==> config.mk <==
export PLATFORM = sky130hd
export DESIGN_NAME = axis_cic_interpolator_flat
export DESIGN_NICKNAME = d
export VERILOG_FILES = /design/src/rtl/axis_cic_interpolator_if.sv /design/src/rtl/axis_cic_interpolator.sv /design/src/flat_wrapper.sv
export SDC_FILE = /design/constraint.sdc
export NUM_CORES = 1
export LEC_CHECK = 0
export ABC_CLOCK_PERIOD_IN_PS = 28000
export CAP_MARGIN = 40
export CORE_ASPECT_RATIO = 0.8
export CORE_UTILIZATION = 55
export CTS_BUF_LIST = sky130_fd_sc_hd__clkbuf_8
export DETAILED_ROUTE_END_ITERATION = 8
export GPL_TIMING_DRIVEN = 0
export PLACE_DENSITY = 0.82
export RECOVER_POWER = 100
export SYNTH_ARGS = -nofsm -noshare
export SYNTH_HDL_FRONTEND = slang
export SYNTH_SLANG_ARGS = --single-unit
==> constraint.sdc <==
create_clock -name aclk -period 28 [get_ports aclk]
set_input_delay 7 -clock aclk [delete_from_list [all_inputs] [get_ports aclk]]
set_output_delay 7 -clock aclk [all_outputs]
set_load 0.005 [all_outputs]
==> src/rtl/axis_cic_interpolator_if.sv <==
// AXI-Stream sample channel used on both sides of the CIC interpolator.
interface axis_cic_interpolator_if #(
   parameter int WIDTH = 16
);
   logic signed [WIDTH-1:0] tdata;
   logic                    tvalid;
   logic                    tready;

   modport master (output tdata, output tvalid, input tready);
   modport slave  (input tdata, input tvalid, output tready);
endinterface

==> src/rtl/axis_cic_interpolator.sv <==
// CIC interpolator: combs at input rate, zero-stuff by RATE, integrators at output rate,
// gain removed by an exact arithmetic shift so DC passes unchanged.
module axis_cic_interpolator #(
   parameter int WIDTH      = 16,
   parameter int RATE       = 16,
   parameter int STAGES     = 3,
   parameter int DIFF_DELAY = 1
) (
   input  logic                     aclk,
   input  logic                     arst,
   axis_cic_interpolator_if.slave   s_axis_data,
   axis_cic_interpolator_if.master  m_axis_data,
   output logic                     underrun
);
   localparam int LOG_R  = $clog2(RATE);
   localparam int GROWTH = STAGES * $clog2(RATE * DIFF_DELAY) - LOG_R;
   localparam int IW     = WIDTH + GROWTH;

   logic        [LOG_R-1:0] phase_q, phase_d;
   logic signed [IW-1:0]    dly_q   [STAGES][DIFF_DELAY];
   logic signed [IW-1:0]    integ_q [STAGES];
   logic signed [IW-1:0]    integ_d [STAGES];
   logic signed [IW-1:0]    comb_in [STAGES];
   logic signed [IW-1:0]    comb_acc, integ_acc;
   logic signed [WIDTH-1:0] tdata_q, tdata_d;
   logic                    tvalid_q, underrun_q, underrun_d, started_q;
   logic                    step, frame_start, advance, accept;

   assign step        = !tvalid_q || m_axis_data.tready;
   assign frame_start = (phase_q == '0);
   assign advance     = step && (!frame_start || s_axis_data.tvalid);
   assign accept      = advance && frame_start;
   assign phase_d     = phase_q + LOG_R'(1);
   // Idle before the very first sample is startup, not starvation.
   assign underrun_d  = step && frame_start && !s_axis_data.tvalid && started_q;

   always_comb begin
      comb_acc = IW'(s_axis_data.tdata);
      for (int k = 0; k < STAGES; k++) begin
         comb_in[k] = comb_acc;
         comb_acc   = comb_acc - dly_q[k][DIFF_DELAY-1];
      end
      integ_acc = frame_start ? comb_acc : '0;
      for (int k = 0; k < STAGES; k++) begin
         integ_acc  = integ_acc + integ_q[k];
         integ_d[k] = integ_acc;
      end
      tdata_d = WIDTH'(integ_acc >>> GROWTH);
   end

   always_ff @(posedge aclk or posedge arst) begin
      if (arst) begin
         phase_q    <= '0;
         tdata_q    <= '0;
         tvalid_q   <= 1'b0;
         underrun_q <= 1'b0;
         started_q  <= 1'b0;
         for (int k = 0; k < STAGES; k++) begin
            integ_q[k] <= '0;
            for (int j = 0; j < DIFF_DELAY; j++) begin
               dly_q[k][j] <= '0;
            end
         end
      end else begin
         underrun_q <= underrun_d;
         if (accept) begin
            started_q <= 1'b1;
         end
         if (advance) begin
            phase_q  <= phase_d;
            tdata_q  <= tdata_d;
            tvalid_q <= 1'b1;
            for (int k = 0; k < STAGES; k++) begin
               integ_q[k] <= integ_d[k];
            end
            // Comb delay lines only move on real input samples.
            if (frame_start) begin
               for (int k = 0; k < STAGES; k++) begin
                  dly_q[k][0] <= comb_in[k];
                  for (int j = 1; j < DIFF_DELAY; j++) begin
                     dly_q[k][j] <= dly_q[k][j-1];
                  end
               end
            end
         end else if (step) begin
            tvalid_q <= 1'b0;
         end
      end
   end

   assign s_axis_data.tready = step && frame_start;
   assign m_axis_data.tdata  = tdata_q;
   assign m_axis_data.tvalid = tvalid_q;
   assign underrun           = underrun_q;
endmodule

==> src/flat_wrapper.sv <==
// flat-port wrapper written by rule: the top's interface ports become plain ports
module axis_cic_interpolator_flat 
#(
   parameter int WIDTH      = 16,
   parameter int RATE       = 16,
   parameter int STAGES     = 3,
   parameter int DIFF_DELAY = 1
)
  (aclk, arst, underrun, s_axis_data_tdata, s_axis_data_tvalid, s_axis_data_tready, m_axis_data_tdata, m_axis_data_tvalid, m_axis_data_tready);
  axis_cic_interpolator_if #(.WIDTH(WIDTH)) s_axis_data_i ();
  axis_cic_interpolator_if #(.WIDTH(WIDTH)) m_axis_data_i ();
  input  logic aclk;
  input  logic arst;
  output logic underrun;
  input wire logic [$bits(s_axis_data_i.tdata)-1:0] s_axis_data_tdata;
  input wire logic [$bits(s_axis_data_i.tvalid)-1:0] s_axis_data_tvalid;
  output wire logic [$bits(s_axis_data_i.tready)-1:0] s_axis_data_tready;
  output wire logic [$bits(m_axis_data_i.tdata)-1:0] m_axis_data_tdata;
  output wire logic [$bits(m_axis_data_i.tvalid)-1:0] m_axis_data_tvalid;
  input wire logic [$bits(m_axis_data_i.tready)-1:0] m_axis_data_tready;
  assign s_axis_data_i.tdata = s_axis_data_tdata;
  assign s_axis_data_i.tvalid = s_axis_data_tvalid;
  assign s_axis_data_tready = s_axis_data_i.tready;
  assign m_axis_data_tdata = m_axis_data_i.tdata;
  assign m_axis_data_tvalid = m_axis_data_i.tvalid;
  assign m_axis_data_i.tready = m_axis_data_tready;
  axis_cic_interpolator #(.WIDTH(WIDTH), .RATE(RATE), .STAGES(STAGES), .DIFF_DELAY(DIFF_DELAY)) u_core (.aclk(aclk), .arst(arst), .s_axis_data(s_axis_data_i), .m_axis_data(m_axis_data_i), .underrun(underrun));
endmodule
==> impl_metrics.toml <==
[status]
status = "finished with violations"
violations = "capacitance limit, slew limit"

[cts]
cts_tree = "done"
cts_made_buffers = 17
clock_latency_ps = 470
path_clk_slew_ps = 80
post_cts_resized = 0
cts.sinks = 136
root_buffer = "clkbuf_8"
cts_setup_buffers = 0
cts_hold_buffers = 0
cts.htree.levels = 4
clockBufferDepth = 2

[floorplan]
fp-row-count = 46
fp.dieH_um = 129.4
core_area_um2 = 19860
die_w_um = 161.2
initial_core_util_pct = 56.17
ios = 39
die_area_um2 = 20860

[synthesis]
synth-main-ff-cell = "dfrtp_1"
syn_nets = 1454
synth_area_um2 = 11150
async_reset_ff_share_pct = 100.0
seq_area_frac_synth_pct = 30.51
netlist_instances = 1300
synth-edff-count = 0
synth_area_per_cell_um2 = 8.579
synth_cell_types = 71
synth_seq_cells = 136
yosysWarnings = 0

[setup_path]
critPathLaunchType = "input pin"
crit_slowest_cell = "a2111oi_0"
required_ps = 28350
endpoint_kind = "flip-flop"
r2r-start = "u_core.dly_q[48]"
path_max_fanout = 6
slowest_delay_ps = 660
critPathKind = "in -> reg"
path_common_cell = "ha_1"
crit_path_start = "s_axis_data_tdata[0]"
crit_arrival_ps = 18090

[global_routing]
grt_usage_pct = 23.81
grt_pass1_wl_um = 40300
grt_max_degree = 80
grt_overflow = 0
antenna_found_initial = 0
grt_pass1_vias = 8848

[timing]
tightest_slew_ps = 4420
fin_skew_ps = 10.85
rsz0062_at_grt = "false"
max_slew_margin_pct = -194.6
fin_hold_ws_ps = 451.6
finalMaxSlewViolations = 139
setup_viol = 0
fin_crit_sh_pct = 63.34
max_freq_mhz = 56.39
finalSetupTns_ps = 0
min_period_ps = 17730
hold_viol_final = 0

[cells_and_area]
final_common_cell = "nand2_1"
final_layout_size_suffix_gt1_share_pct = 8.242
instances_no_fill = 1635
final_cell_mix = "nand2_1, dfrtp_1, ha_1, nor2_1, inv_1"
syn2layout_area_growth_pct = 9.367
nets = 1512
n_antenna_cell = 0

[detailed_routing]
drtAntennaViolNets = 0
wl_per_cell_um = 14.50
via_count = 9216
viasPerCell = 5.637
route.detailed.drc = 0
drt_wl_total_um = 23700
drt_iter0_markers = 560
first_pass_iters = 5

[hold_path]
worstHoldPathType = "reg -> reg"
worstHoldStart = "u_core.started_q"

[placement]
gp_congestion = 0.9085
dp_hpwl_um = 17930
io_buffer_count = 38
placedCellCount = 1603

[job]
maxCapViolCount = 2
[registers in the layout, summed over array words and instances, names as in the netlist]
| register | flops |
|---|---|
| u_core.dly_q | 57 |
| u_core.integ_q | 56 |
| u_core.m_axis_data.tdata | 16 |
| u_core.m_axis_data.tvalid | 1 |
| u_core.phase_q | 4 |
| u_core.started_q | 1 |
| u_core.underrun | 1 |
[worst paths after layout]
check	cells after the start	slack, ps	end
setup / recovery	47	10270	u_core.m_axis_data.tdata[15]
hold / removal	2	450	u_core.started_q
hold reg to reg	2	450	u_core.started_q
setup reg to reg	45	16990	u_core.m_axis_data.tdata[15]
max in group asynchronous	3	15240	u_core.phase_q[1]
min in group asynchronous	2	7720	u_core.dly_q[0]
[final cells by class]
cell class	instances	area (um^2)
Buffer	41	214.0
Clock buffer	19	261.5
Clock inverter	13	177.7
Fill cell	1716	7659
Inverter	99	372.9
Multi-Input combinational cell	1024	7054
Sequential cell	136	3403
Tap cell	264	330.3
Timing Repair Buffer	39	384.1
[critical path: cells and delay by family]
| kind | cells | cell delay [ps] |
|---|---|---|
| xor gates and xnor gates | 5 | 920 |
| AOI/OAI and AO/OA | 20 | 4730 |
| buffers and inverters | 2 | 570 |
| adders and majority gates | 7 | 2260 |
| and+or+nand+nor | 13 | 2630 |
[kinds of logic (layout without fill, tap and decap cells)]
| family | count (synthesis) | count (layout) | synth area share [%] |
|---|---|---|---|
| and+or+nand+nor | 425 | 425 | 16.98 |
| AOI/OAI and AO/OA | 312 | 312 | 18.56 |
| buffers and inverters | 140 | 211 | 5.250 |
| DFF | 136 | 136 | 30.51 |
| adders and majority gates | 134 | 134 | 15.44 |
| xor gates and xnor gates | 102 | 102 | 8.144 |
| muxes | 51 | 51 | 5.116 |
[through the flow]
step | utilization [%] | worst slack [ps] | area, um^2
2_1_floorplan | - | 12140 | 11150
3_3_place_gp | 59.75 | 10660 | 11860
3_5_place_dp | 59.91 | 10490 | 11900
4_1_cts | 62.12 | 10860 | 12340
5_1_grt | 61.43 | 9211 | 12200
6_report | 61.43 | 10270 | 12200
[metal layers]
layer	wire length [um]	global-route usage, %
met1	11760	32.31
met2	10690	38.82
met4	354	7.159
met3	901	4.449
met5	0	0
[synth_stat cells, types with 4 or more instances]
master    count  area share (%)
and2_1        6            0.34
nand2b_1     17            0.95
fa_1          6             1.1
nor2_1      100             3.4
xnor2_1      63             4.9
a21oi_1      82             3.7
nor2b_1      23             1.3
buf_4        16             1.1
a211oi_1     10            0.67
o21a_1       14            0.94
dfrtp_1     136              31
inv_1        99             3.3
nor3_1       17            0.76
nand3_1      14            0.63
o211ai_1      9            0.61
o31ai_1       5            0.34
clkbuf_1     22            0.74
or2_2         4            0.22
nand2_1     204             6.9
o21bai_1     16             1.1
o21ai_1       8            0.36
a31oi_1       8            0.45
xor2_1       38             3.0
ha_1        128              14
and3_1       14            0.79
or3_1         6            0.34
nand4_1       4            0.22
mux2_2       48             4.8
o21ai_0      76             3.4
a21o_1       32             2.2
a21boi_0     10            0.67
Power is left out: the tool's default activity adds up to more than one toggle a clock period on the data nets, which glitch-free logic cannot reach.
